==> src/rtl/mux_rr_stage.sv <==
// N:1 valid/ready selector with a one-entry registered output stage.
// Define MUX_RR_EN to compile in the round-robin arbiter (sel_mode = 1); otherwise explicit select only.
module mux_rr_stage #(
    parameter int unsigned WIDTH  = 32,
    parameter int unsigned NUM_IN = 4,
    parameter int unsigned SEL_W  = $clog2(NUM_IN)
) (
    input  logic                    clk,
    input  logic                    rst_n,
    input  logic [NUM_IN*WIDTH-1:0] in_data,
    input  logic [NUM_IN-1:0]       in_valid,
    output logic [NUM_IN-1:0]       in_ready,
    input  logic [SEL_W-1:0]        sel,
    input  logic                    sel_mode,
    output logic [WIDTH-1:0]        out_data,
    output logic                    out_valid,
    input  logic                    out_ready,
    output logic [SEL_W-1:0]        out_ch
);

    logic             ex_valid;
    logic [SEL_W-1:0] ex_idx;
    logic             gnt_valid;
    logic [SEL_W-1:0] gnt_idx;
    logic [WIDTH-1:0] gnt_data;
    logic             can_accept;
    logic             in_xfer;

    // Out-of-range sel never matches a channel, so it yields no grant.
    always_comb begin
        ex_valid = 1'b0;
        ex_idx   = '0;
        for (int i = 0; i < NUM_IN; i++) begin
            if (sel == SEL_W'(i) && in_valid[i]) begin
                ex_valid = 1'b1;
                ex_idx   = SEL_W'(i);
            end
        end
    end

`ifdef MUX_RR_EN
    logic             rr_valid;
    logic [SEL_W-1:0] rr_idx;
    logic [SEL_W-1:0] last_ptr;

    always_comb begin
        logic [SEL_W-1:0] cand;
        rr_valid = 1'b0;
        rr_idx   = '0;
        cand     = '0;
        for (int unsigned k = 1; k <= NUM_IN; k++) begin
            cand = SEL_W'((32'(last_ptr) + k) % NUM_IN);
            if (!rr_valid && in_valid[cand]) begin
                rr_valid = 1'b1;
                rr_idx   = cand;
            end
        end
    end

    always_comb begin
        if (sel_mode) begin
            gnt_valid = rr_valid;
            gnt_idx   = rr_idx;
        end else begin
            gnt_valid = ex_valid;
            gnt_idx   = ex_idx;
        end
    end

    // Pointer follows every input transfer, whatever mode produced it.
    always_ff @(posedge clk or negedge rst_n) begin
        if (!rst_n) begin
            last_ptr <= SEL_W'(NUM_IN - 1);
        end else if (in_xfer) begin
            last_ptr <= gnt_idx;
        end
    end
`else
    logic unused_sel_mode;
    assign unused_sel_mode = sel_mode;

    always_comb begin
        gnt_valid = ex_valid;
        gnt_idx   = ex_idx;
    end
`endif

    assign can_accept = !out_valid || out_ready;
    assign in_xfer    = rst_n && gnt_valid && can_accept;

    always_comb begin
        in_ready = '0;
        gnt_data = '0;
        for (int i = 0; i < NUM_IN; i++) begin
            if (gnt_idx == SEL_W'(i)) begin
                in_ready[i] = in_xfer;
                gnt_data    = in_data[i*WIDTH +: WIDTH];
            end
        end
    end

    always_ff @(posedge clk or negedge rst_n) begin
        if (!rst_n) begin
            out_valid <= 1'b0;
            out_data  <= '0;
            out_ch    <= '0;
        end else if (in_xfer) begin
            out_valid <= 1'b1;
            out_data  <= gnt_data;
            out_ch    <= gnt_idx;
        end else if (out_ready) begin
            out_valid <= 1'b0;
        end
    end

endmodule
==> config.mk <==
export PLATFORM = sky130hd
export DESIGN_NAME = mux_rr_stage
export DESIGN_NICKNAME = d
export VERILOG_FILES = /design/src/rtl/mux_rr_stage.sv
export SDC_FILE = /design/constraint.sdc
export NUM_CORES = 1
export LEC_CHECK = 0
export CAP_MARGIN = 20
export CORE_UTILIZATION = 39
export DETAILED_ROUTE_END_ITERATION = 8
export GPL_ROUTABILITY_DRIVEN = 0
export GPL_TIMING_DRIVEN = 0
export PLACE_DENSITY_LB_ADDON = 0.05
export SETUP_SLACK_MARGIN = 0.3
export SLEW_MARGIN = 20
export SYNTH_ARGS = -nofsm -noshare
export SYNTH_HDL_FRONTEND = slang
export SYNTH_SLANG_ARGS = --single-unit
export TNS_END_PERCENT = 100
==> constraint.sdc <==
create_clock -name clk -period 3.3 [get_ports clk]
set_input_delay 0.99 -clock clk [delete_from_list [all_inputs] [get_ports clk]]
set_output_delay 0.99 -clock clk [all_outputs]
set_load 0.02 [all_outputs]
==> impl_metrics.tcl <==
set metrics [dict create \
    top_layer_used "met4" \
    drt_pre_antenna_iters 4 \
    rsz0062_at_grt "yes" \
    reg2reg_from "out_valid" \
    num-fill-cells 622 \
    cp-start-kind "primary input" \
    critPathMaxStageDelay_ns 0.47 \
    grt_antenna_before_repair 0 \
    cts_tree "built" \
    num_rows 32 \
    hp-class "primary input to async pin" \
    cpLargestDelayFamily "buffers and inverters" \
    slew_headroom 0.6030 \
    fin_crit_sh 0.9271 \
    clk_latency_ns 0.29 \
    crit_path_cell_trace "buf_12 > mux4_2 > buf_6 > nand3_4 > buf_8 > nor2_4 > buf_6" \
    grt_pass1_wl_um 19530 \
    initial_core_util 0.4025 \
    ys_warn_count 0 \
    grt_max_degree 22 \
    rr_endpoint "out_data[0]" \
    synthesis.area_um2 3094 \
    ctsHoldBuffers 0 \
    ant_nets 0 \
    cp.required_ns 2.31 \
    worst_pin_slew_ns 0.5955 \
    grt-ovfl-total 0 \
    crit_top_cell "buf_6" \
    detail_route.wl_per_cell_um 19.69 \
    outcome "finished, final reports clean" \
    cp.arrival_ns 2.07 \
    drt_wl_total_um 12510 \
    chipHeight_um 91.07 \
    met2_wirelength_um 6124 \
    numCtsBuffers 5 \
    drt_iter0_drc 241 \
    cts_root_buffer "clkbuf_8" \
    cp-end-kind "output port" \
    met1_length_um 5111 \
    critPathMaxFanout 2 \
    layout_commonest_cell "clkdlybuf4s50_1" \
    htreeDepth 2 \
    period_minus_slack_ns 3.060 \
    num_vias 3763 \
    io_pins 177 \
    vdd_drop_max_v 0.0002431 \
    synth_seq_cells 35 \
    drive_gt1_frac 0.2120 \
    clkSlewWorstSetupHoldPaths_ns 0.08 \
    dp_hpwl_um 8911 \
    ys_seq_area_frac 0.2831 \
    mostFrequentLayoutCells "clkdlybuf4s50_1 (163), dfrtp_1 (35), inv_1 (34), a211oi_1 (32), a31o_2 (32)" \
    antenna_cells 0 \
    grt_usage 0.2979 \
    syn_to_final_growth_pct 72.30 \
    r2r_cells 7 \
    design.core.area_um2 7687 \
    syn_avg_cell_area_um2 9.047 \
    power_density_nw_per_um2 389.7 \
    cap_viol_max_count 0 \
    via_per_inst 5.926 \
    placement.io_buffers 174 \
    synth_cells 342 \
    stdcell_area_um2 5331 \
    synth_top_area_frac 0.2831 \
    grt_pass1_vias 3733 \
    die_area_um2 8294 \
    finalHoldViolCount 0 \
    ys_types 32 \
    power_uw 2078 \
    synth_top_area_cell "dfrtp_1" \
    drc_errors 0 \
    maxSlewViolCount 0 \
    crit_slowest_cell "mux4_2" \
    crit_buf_inv 4 \
    synth_nets 480 \
    placed_area_um2 5011 \
    clock-sinks 35 \
    nets 670 \
    setup_viol 0 \
    die_width_um 91.07 \
    clockBufferDepth 2 \
    crit_type "primary input to output port" \
    tns_ns 0 \
    leakage_uw 0.002108 \
    max_freq_mhz 326.8 \
    synth_area_leaders "dfrtp_1 (28%), o41ai_2 (10%), a31o_2 (9.1%)" \
    route.met3.wl_um 1120 \
    skew_ns 0.01053 \
    r2r_setup_slack_ns 1.66 \
]
==> per-stage QoR <==
stage                     std cells  hold slack, ns  utilization  setup WS, ns
after floorplan                 342          0.6129            -        0.2609
after global placement          618          0.5226       0.6489        -2.002
after detailed placement        619          0.5050       0.6519        -1.144
after CTS                       634          0.5333       0.6888        0.2522
after global routing            635          0.5266       0.6935        0.2294
final                           635          0.5163       0.6935        0.2405
==> logic make-up after synthesis <==
logic type / after synthesis / share of synthesized area
flip-flops: 35 / 0.2831
buffers and inverters: 78 / 0.1120
AND/OR/NAND/NOR: 71 / 0.1419
multiplexers: 4 / 0.01820
AO/OA/AOI/OAI: 154 / 0.4448
==> registers in the layout, indices dropped and copies added (netlist names) <==
name       count
out_data      32
out_ch         2
out_valid      1
==> worst reg2reg max path: cells and delay by family, from the launching register on <==
family	cells	cell delay (ns)
AO/OA/AOI/OAI	1	0.36
buffers and inverters	4	0.59
flip-flops	1	0.41
AND/OR/NAND/NOR	2	0.18
==> how the worst max path moves through the flow <==
stage                   to         from  depth (start not counted)  slack (ns)
2_1_floorplan  in_ready[2]  in_valid[2]                          5        0.26
3_3_place_gp   in_ready[0]        rst_n                          5       -2.00
3_5_place_dp   in_ready[2]  in_valid[2]                          7       -1.14
4_1_cts        in_ready[3]  in_valid[3]                          7        0.25
5_1_grt        in_ready[3]  in_valid[3]                          7        0.23
6_report       in_ready[3]  in_valid[3]                          7        0.24
==> synth_stat cells <==
cell / count
a211oi_1: 32
a21o_1: 1
a221oi_1: 10
a31o_2: 32
a31oi_1: 1
and2_1: 1
and3_1: 10
buf_1: 3
buf_2: 10
buf_4: 1
buf_6: 5
clkbuf_1: 25
dfrtp_1: 35
inv_1: 34
mux2_2: 3
mux4_2: 1
nand2_1: 5
nand2b_1: 24
nand3_1: 2
nand3_4: 1
nor2_1: 1
nor2b_1: 23
nor3_1: 2
nor4b_1: 1
o21ai_0: 1
o22ai_1: 22
o2bb2ai_1: 1
o31ai_1: 10
o32ai_1: 22
o41ai_1: 3
o41ai_2: 19
or2b_1: 1
==> timing repair <==
action,4_1_cts,5_1_grt
endpoints found under the setup margin,4,4
gates resized for setup,85,11
setup buffers,7,1
pin swaps,2,2
==> power breakdown <==
group          total (uW)  internal, uW  switching [uW]
registers             593           532            60.6
clock network         419           245             174
logic                1070           582             484
total                2080          1360             719
==> final cells by class <==
| type | count | area [um2] | share of cell area |
|---|---|---|---|
| Clock inverter | 2 | 35.03 | 0.006571 |
| Timing Repair Buffer | 183 | 1849 | 0.3469 |
| Sequential cell | 35 | 875.8 | 0.1643 |
| Buffer | 44 | 304.0 | 0.05703 |
| Multi-Input combinational cell | 229 | 1929 | 0.3619 |
| Clock buffer | 6 | 82.58 | 0.01549 |
| Tap cell | 102 | 127.6 | 0.02394 |
| Inverter | 34 | 127.6 | 0.02394 |
==> metal layers <==
layer  vias to the layer above  track usage
met5                         -            0
met4                         0      0.07143
met3                        13      0.06616
met2                       179       0.4968
met1                      1849       0.3916
li1                       1722            -
(Power assumes the default switching activity.)
